===== config.mk =====
export PLATFORM = sky130hd
export DESIGN_NAME = victim_cache_ctrl
export DESIGN_NICKNAME = d
export VERILOG_FILES = /design/src/rtl/victim_cache_ctrl.sv
export SDC_FILE = /design/constraint.sdc
export NUM_CORES = 2
export LEC_CHECK = 0
export BUFFER_PORTS_ARGS = -buffer_cell sky130_fd_sc_hd__buf_2
export CAP_MARGIN = 0
export CORE_AREA = 2 2 424 426
export DETAILED_ROUTE_END_ITERATION = 7
export DIE_AREA = 0 0 426 428
export GPL_ROUTABILITY_DRIVEN = 1
export SLEW_MARGIN = 5
export SYNTH_ARGS = -nofsm -noshare
export SYNTH_HDL_FRONTEND = slang
export SYNTH_SLANG_ARGS = --single-unit

===== constraint.sdc =====
create_clock -name clk -period 17.65 [get_ports clk]
set_input_delay 5.295 -clock clk [delete_from_list [all_inputs] [get_ports clk]]
set_output_delay 5.295 -clock clk [all_outputs]
set_load 0.01 [all_outputs]

===== src/rtl/victim_cache_ctrl.sv =====
// victim_cache_ctrl: 4-way fully associative victim cache (lookup, install, dirty writeback to L2).
// Define VC_STATS_EN to add read hit/miss counters stat_hits and stat_misses.
module victim_cache_ctrl #(
    parameter int ADDR_WIDTH  = 32,
    parameter int LINE_WIDTH  = 256,
    parameter int OFFSET_BITS = 5
) (
    input  logic                  clk,
    input  logic                  rst_n,
    input  logic                  l1_read,
    input  logic                  l1_write,
    input  logic [ADDR_WIDTH-1:0] l1_address,
    input  logic [LINE_WIDTH-1:0] l1_wdata,
    input  logic                  l1_wdirty,
    output logic [LINE_WIDTH-1:0] l1_rdata,
    output logic                  l1_resp,
    output logic                  l2_read,
    output logic                  l2_write,
    output logic [ADDR_WIDTH-1:0] l2_address,
    output logic [LINE_WIDTH-1:0] l2_wdata,
    input  logic [LINE_WIDTH-1:0] l2_rdata,
    input  logic                  l2_resp,
    output logic                  lru_load,
    output logic [1:0]            lru_used_way,
    input  logic [1:0]            lru_way
`ifdef VC_STATS_EN
    ,
    output logic [31:0]           stat_hits,
    output logic [31:0]           stat_misses
`endif
);
    localparam int TW = ADDR_WIDTH - OFFSET_BITS;
    typedef enum logic [1:0] {IDLE, RESP, WB, L2RD} state_t;
    state_t state;
    logic [TW-1:0] tag [4];
    logic [LINE_WIDTH-1:0] data [4];
    logic [3:0] valid, dirty;
    logic [TW-1:0] req_tag;
    logic [1:0] hit_way, vic, vway, arr_way;
    logic hit, wb_need, arr_we;
    logic unused_ok;
    assign req_tag = l1_address[ADDR_WIDTH-1:OFFSET_BITS];
    assign unused_ok = ^l1_address[OFFSET_BITS-1:0];
    always_comb begin
        hit = 1'b0;
        hit_way = 2'd0;
        for (int i = 0; i < 4; i++)
            if (valid[i] && tag[i] == req_tag) begin
                hit = 1'b1;
                hit_way = 2'(i);
            end
    end
    // Invalid ways are filled first so the unreset LRU state is never trusted on a cold cache
    always_comb begin
        vic = lru_way;
        for (int i = 3; i >= 0; i--)
            if (!valid[i]) vic = 2'(i);
    end
    assign wb_need = !hit && valid[vic] && dirty[vic];
    assign arr_way = state == WB ? vway : (hit ? hit_way : vic);
    assign arr_we  = (state == IDLE && l1_write && !wb_need) || (state == WB && l2_resp);
    always_ff @(posedge clk)
        if (arr_we) begin
            tag[arr_way]  <= req_tag;
            data[arr_way] <= l1_wdata;
        end
    always_ff @(posedge clk or negedge rst_n)
        if (!rst_n) begin
            state        <= IDLE;
            valid        <= '0;
            dirty        <= '0;
            vway         <= '0;
            l1_rdata     <= '0;
            l1_resp      <= 1'b0;
            l2_read      <= 1'b0;
            l2_write     <= 1'b0;
            l2_address   <= '0;
            l2_wdata     <= '0;
            lru_load     <= 1'b0;
            lru_used_way <= '0;
        end else begin
            case (state)
                IDLE:
                    if (l1_write && wb_need) begin
                        l2_address <= {tag[vic], {OFFSET_BITS{1'b0}}};
                        l2_wdata   <= data[vic];
                        l2_write   <= 1'b1;
                        vway       <= vic;
                        state      <= WB;
                    end else if (l1_write) begin
                        valid[arr_way] <= 1'b1;
                        dirty[arr_way] <= hit ? (dirty[hit_way] | l1_wdirty) : l1_wdirty;
                        l1_resp        <= 1'b1;
                        lru_load       <= 1'b1;
                        lru_used_way   <= arr_way;
                        state          <= RESP;
                    end else if (l1_read && hit) begin
                        l1_rdata     <= data[hit_way];
                        l1_resp      <= 1'b1;
                        lru_load     <= 1'b1;
                        lru_used_way <= hit_way;
                        state        <= RESP;
                    end else if (l1_read) begin
                        l2_address <= {req_tag, {OFFSET_BITS{1'b0}}};
                        l2_read    <= 1'b1;
                        state      <= L2RD;
                    end
                WB:
                    if (l2_resp) begin
                        l2_write     <= 1'b0;
                        valid[vway]  <= 1'b1;
                        dirty[vway]  <= l1_wdirty;
                        l1_resp      <= 1'b1;
                        lru_load     <= 1'b1;
                        lru_used_way <= vway;
                        state        <= RESP;
                    end
                L2RD:
                    if (l2_resp) begin
                        l1_rdata <= l2_rdata;
                        l2_read  <= 1'b0;
                        l1_resp  <= 1'b1;
                        state    <= RESP;
                    end
                default: begin
                    l1_resp  <= 1'b0;
                    lru_load <= 1'b0;
                    state    <= IDLE;
                end
            endcase
        end
`ifdef VC_STATS_EN
    logic op_read, op_hit;
    // The last IDLE cycle before leaving is the request cycle, so its snapshot describes the op in RESP
    always_ff @(posedge clk or negedge rst_n)
        if (!rst_n) begin
            op_read     <= 1'b0;
            op_hit      <= 1'b0;
            stat_hits   <= '0;
            stat_misses <= '0;
        end else begin
            if (state == IDLE) begin
                op_read <= !l1_write;
                op_hit  <= hit;
            end
            if (state == RESP && op_read) begin
                stat_hits   <= stat_hits + 32'(op_hit);
                stat_misses <= stat_misses + 32'(!op_hit);
            end
        end
`endif
endmodule


== Yosys cells after proc, flatten, opt, wreduce, memory -nomap -nowiden ==
Memories as Yosys holds them, arrays and structs flattened. A register that Yosys moved wholly into a read port is not among the register bits.
Index checks and enable logic that the tools add are counted.

* Bits in registers: 306
* Memory bits (writable): 1,132
* Input port bits: 552
* Output and inout bits: 550
* Word-level logic and storage cells: 145
* Memories kept: 2

* Magnitude comparators: 6
* Equal/unequal tests: 20
* Muxes and demuxes: 70
* Bitwise operators: 4
* Reductions and logical operators: 32

{| class="wikitable"
|+ Memory list
! memory !! words !! width !! read ports !! clocked after Yosys merged registers in !! wr ports !! RTL line !! text
|-
| data || 4 || 256 || 2 || 1 || 1 || 36 || <nowiki>logic [LINE_WIDTH-1:0] data [4];</nowiki>
|-
| tag || 4 || 27 || 5 || 0 || 1 || 35 || <nowiki>logic [TW-1:0] tag [4];</nowiki>
|}

{| class="wikitable"
|+ Operators with widths
! operator !! number
|-
| 256-bit two-way mux || 4
|-
| 256-bit one-hot mux with 2 select lines || 1
|-
| 32-bit two-way mux || 4
|-
| 27-bit equality test || 4
|-
| 2-bit two-way mux || 17
|-
| 4-bit two-way mux || 6
|-
| 1-bit two-way mux || 23
|-
| 2-bit inequality test, second input constant || 8
|-
| 4-bit one-hot mux with 2 select lines || 2
|-
| 4-bit AND reduction || 4
|-
| 1-bit logical AND || 13
|-
| 2-bit by 3-bit less-than comparator with 1-bit output, second input constant || 4
|-
| 4-bit bitwise mux || 2
|-
| 2-bit by 1-bit inequality test with 1-bit output, second input constant || 4
|-
| 4-bit bitwise OR || 2
|-
| 2-bit one-hot mux with 2 select lines || 2
|-
| 1-bit binary-select mux with 2-bit select || 3
|-
| 1-bit one-hot mux with 2 select lines || 3
|-
| 3-bit AND reduction || 2
|-
| 6-bit AND reduction || 1
|-
| 2-bit nonzero test || 3
|-
| 5-bit by 3-bit inequality test with 1-bit output, second input constant || 1
|-
| 5-bit AND reduction || 1
|-
| 1-bit demux with 2-bit select || 2
|-
| other kinds (11) || 16
|}

== Logic depth before layout (Yosys ltp) ==
An unclocked memory read counts as a cell.

* Word-level depth: 17
* Mapped depth: 12
* Gate-level depth less buffers: 8

== Worst setup path after synthesis ==
OpenSTA, ideal clock, no wires.

* Path kind: input port to flip-flop
* Start: input l1_address[11]
* End: register dirty[0]
* Library setup time: 0.143 ns
* Arrival time: 24.020 ns
* Data required time: 17.507 ns
* Slack: -6.514 ns
* Stages on the path: 9
* Cell sequence: clkbuf_1 xnor2_1 nand4_1 or4_1 or2_1 clkbuf_1 a31oi_4 nor4b_2 mux2_2

* Cells in the longest elaborated chain, start to end: 16
* Elaborated cells between the ends (all ways): 36
* Those cells by class: 2 x order compare; 5 x eq/ne; 18 x mux; 1 x bitwise; 10 x reduce/logical

{| class="wikitable"
|+ RTL lines
! element !! RTL line !! text
|-
| start: declaration || 12 || <nowiki>input logic [ADDR_WIDTH-1:0] l1_address,</nowiki>
|-
| 27-bit equality test || 48 || <nowiki>if (valid[i] && tag[i] == req_tag) begin</nowiki>
|-
| 1-bit logical AND || 48 ||
|-
| 1-bit two-way mux (4 in series) || 48 ||
|-
| 2-bit two-way mux (2 in series) || 60 || <nowiki>assign arr_way = state == WB ? vway : (hit ? hit_way : vic);</nowiki>
|-
| 2-bit by 3-bit less-than comparator with 1-bit output (not written as such) / 2-bit by 1-bit >= comparator with 1-bit output (equally long branches) || 92 || <nowiki>dirty[arr_way] <= hit ? (dirty[hit_way] | l1_wdirty) : l1_wdirty;</nowiki>
|-
| 1-bit logical AND (not written as such) || 92 ||
|-
| 1-bit two-way mux || 92 ||
|-
| 1-bit demux with 2-bit select || 92 ||
|-
| 4-bit bitwise mux || 92 ||
|-
| 4-bit two-way mux || 90 || <nowiki>end else if (l1_write) begin</nowiki>
|-
| 4-bit two-way mux || 84 || <nowiki>if (l1_write && wb_need) begin</nowiki>
|-
| 4-bit one-hot mux with 2 select lines || 82 || <nowiki>case (state)</nowiki>
|-
| end signal: indexed assignment || 92 ||
|-
| end signal: indexed assignment || 112 || <nowiki>dirty[vway] <= l1_wdirty;</nowiki>
|-
| end: declaration || 37 || <nowiki>logic [3:0] valid, dirty;</nowiki>
|}

Parallel ways exist; a longest one is shown, timed or not. The select of a mux whose other input is x is not followed.
A chain may end at the register's enable or synchronous reset.

== Worst setup path after layout ==
* Start: input l1_address[7]
* End: memory data[1][223], enable pin

* Cells in the longest elaborated chain, start to end: 14
* Elaborated cells between the ends (all ways): 25
* Those cells by class: 4 x eq/ne; 11 x mux; 10 x reduce/logical

{| class="wikitable"
|+ RTL lines
! element !! RTL line !! text
|-
| 27-bit equality test || 48 ||
|-
| 1-bit logical AND || 48 ||
|-
| 1-bit two-way mux (4 in series) || 48 ||
|-
| 1-bit logical NOT || 59 || <nowiki>assign wb_need = !hit && valid[vic] && dirty[vic];</nowiki>
|-
| 1-bit logical AND (2 in series) || 59 ||
|-
| 1-bit logical NOT || 61 || <nowiki>assign arr_we = (state == IDLE && l1_write && !wb_need) || (state == WB && l2_resp);</nowiki>
|-
| 1-bit logical AND || 61 ||
|-
| 1-bit logical OR || 61 ||
|-
| 1-bit two-way mux || 63 || <nowiki>if (arr_we) begin</nowiki>
|-
| 1-bit two-way mux (not written as such) || 65 || <nowiki>data[arr_way] <= l1_wdata;</nowiki>
|-
| end: declaration || 36 ||
|}

Parallel ways exist; a longest one is shown, timed or not.

==> flow_summary.yaml <==
critical_path:
  critPathSlowestCell: "buf_4"
  cp-startpoint: "l1_address[7]"
  worst-path-max-fanout: 50
  crit_arrival_ns: 10.75
  critPathRequiredTime_ns: 18.09
  worst-path-buf-inv: 4
  rr_startpoint: "tag[1][2]"
  crit_path_end_kind: "flop"
  worstPathCellList: "buf_2, xnor2_1, nand4_1, nor4_1, nand2_4, nand3_1, a41oi_1, nor4_4, buf_4, buf_4, buf_4"
  crit_path_frequent_cell: "buf_4"
  max_stage_delay_ns: 0.80
  critPathLaunchType: "input port"
  path_class: "in -> reg"
  critical_path.top_delay_family: "buffers and inverters"
global_routing:
  overflow: 0
  grt_pass1_wl_um: 341100
  antenna_found_initial: 95
  grt_usage_pct: 25.56
  grt_max_degree: 130
  grt_pass1_vias: 47140
synthesis:
  syn-cell-area_um2: 72600
  ys.flop_type: "edfxtp_1"
  yosysSeqAreaShare_pct: 66.02
  async_flop_share_pct: 32.98
  synth.distinct_cells: 65
  ys_ff_latch: 1689
  yosysMostFrequentCell: "edfxtp_1"
  avgSynthCellArea_um2: 15.13
  yosys.area.top_type_share_pct: 46.82
  synth_area_leaders: "edfxtp_1 47%, dfrtp_1 19%, mux4_2 8.8%"
  synth_edf_count: 1132
  synth_commonest_cells: "1132 x edfxtp_1, 557 x dfrtp_1, 514 x a211oi_1"
  ys_warn_count: 0
  synth_top_area_cell: "edfxtp_1"
  syn_inst: 4798
clock_tree:
  clk_pin_slew_worst_paths_ns: 0.06
  cts_hold_buffers: 0
  cts_buffers: 180
  h-tree-depth: 4
  post_cts_buffers: 0
  clkLatencyLatePin_ns: 0.85
  root_buffer: "clkbuf_16"
  cts.sinks: 1689
  cts_tree: "built"
  cts_buffer_depth: 3
  cts_resized: 0
sta:
  skew_ns: 0.03761
  period_minus_slack_ns: 10.31
  rsz0062_at_grt: "false"
  relSlewSlack_pct: 17.18
  max_freq_ghz: 0.09700
  maxSlewViolCount: 0
  setup_tns_ns: 0
  setup_viol: 0
  period_share_pct: 58.41
  hold_viol_final: 0
  tightest_slew_ns: 1.242
route:
  drt_wl_total_um: 237800
  wl_per_cell_um: 28.57
  drt-initial-drc-count: 4250
  first_pass_iters: 6
  num_vias: 47760
  viasPerCell: 5.736
  drc_errors: 0
  ant_nets: 0
finish:
  final_nets: 6315
  synthToLayoutAreaGrowth_pct: 18.93
  drive_above_1_share_pct: 32.52
  fin_cells: 8326
floorplanning:
  coreArea_um2: 177600
  rows: 155
  start_util_pct: 40.87
  fp.dieH_um: 428
  fp.dieW_um: 426
  io_pins: 1102
  die_area_um2: 182300
placed_design:
  port_buffers: 1091
  dpl.cell_count: 7936
  place.gp.congestion: 0.9415
  hpwlAfterDp_um: 157000
power_and_ir_drop:
  p_per_area_nw_per_um2: 172.1
  leakagePower_nw: 34.08
  power_mw: 14.86
  peakVddDrop_mv: 0.1881
run:
  maxCapViolations: 0
run_status:
  outcome: "completed"
min_path:
  hold_class: "reg -> reg"
  hp-start: "l1_rdata[7]"
## layout make-up
class	instances	area [µm²]
clock inverter	85	918.4
multi-input combinational	2714	23020
antenna	48	120.1
fill	15470	91300
timing repair buffer	1171	6208
clock buffer	257	5156
inverter	7	41.29
tap	2355	2947
sequential	1689	47930
## cell families after synthesis
family                 share of synthesized area [%]
AND/OR/NAND/NOR                                4.012
buffers and inverters                          2.425
flip-flops                                     66.02
multiplexers                                   16.81
other                                       0.005165
AO/OA/AOI/OAI                                  9.421
XOR/XNOR                                       1.303
## flip-flops by register name, indices dropped and copies added (netlist names), 4 cells and up
name / cells
l1_rdata: 256
valid: 4
data: 1024
l2_wdata: 256
l2_address: 27
tag: 108
dirty: 4
## per-stage QoR
| step | setup WS (ns) | utilization [%] | instance area [µm²] | hold WS, ns |
|---|---|---|---|---|
| 2_1_floorplan | 0.7651 | - | 72630 | 0.4950 |
| 3_3_place_gp | 6.490 | 45.12 | 80150 | 0.4593 |
| 3_5_place_dp | 6.459 | 45.12 | 80150 | 0.4677 |
| 4_1_cts | 7.352 | 48.54 | 86220 | 0.4825 |
| 5_1_grt | 7.131 | 48.59 | 86310 | 0.4916 |
| 6_report | 7.341 | 48.60 | 86340 | 0.4753 |
## where the power goes
group	switching, mW	internal (mW)	leakage, nW	total (mW)
logic	2.93	2.06	14.0	4.99
registers	0.580	5.45	17.1	6.03
clock network	1.61	2.23	2.97	3.84
total	5.12	9.74	34.1	14.9
## per-layer routing
metal	wire, µm	track usage [%]	vias up
met5	152	0	-
met4	8637	10.26	26
met3	16290	5.687	456
met2	117400	41.18	1859
met1	95390	33.55	24770
li1	-	-	20650
## worst paths after layout
kind	end	slack, ns	depth (start not counted)
max	data[1][223]	7.34	11
min	l1_rdata[7]	0.48	2
max reg2reg	data[1][223]	11.59	10
min reg2reg	l1_rdata[7]	0.48	2
max in group asynchronous	l2_wdata[155]	10.10	4
min in group asynchronous	l1_rdata[43]	4.37	1
## cell usage in the layout (no fill, tap or decap), types with 5 or more instances in the layout
cell type	count
a211oi_1	513
a21oi_1	6
buf_12	11
buf_2	1090
buf_4	69
bufinv_16	13
clkbuf_1	43
clkbuf_16	182
clkbuf_8	32
clkinv_1	19
clkinv_2	29
clkinv_8	10
clkinvlp_4	5
conb_1	5
dfrtp_1	557
diode_2	48
edfxtp_1	1132
inv_1	5
mux2_1	97
mux2_2	163
mux2i_1	287
mux4_2	283
nand2_1	295
nand3_1	10
nand4_1	33
nor2_1	264
nor2b_1	6
nor4_1	19
nor4b_1	8
o21ai_0	229
o21ai_1	320
xnor2_1	62
xor2_1	46
## worst register-to-register path: cells and delay by family (launching register included)
family          cells  cell delay (ns)
buf+inv             3             2.29
simple gates        5             2.23
compound gates      1             0.28
xor+xnor            1             0.42
flops               1             0.41
(Power assumes the default switching activity.)
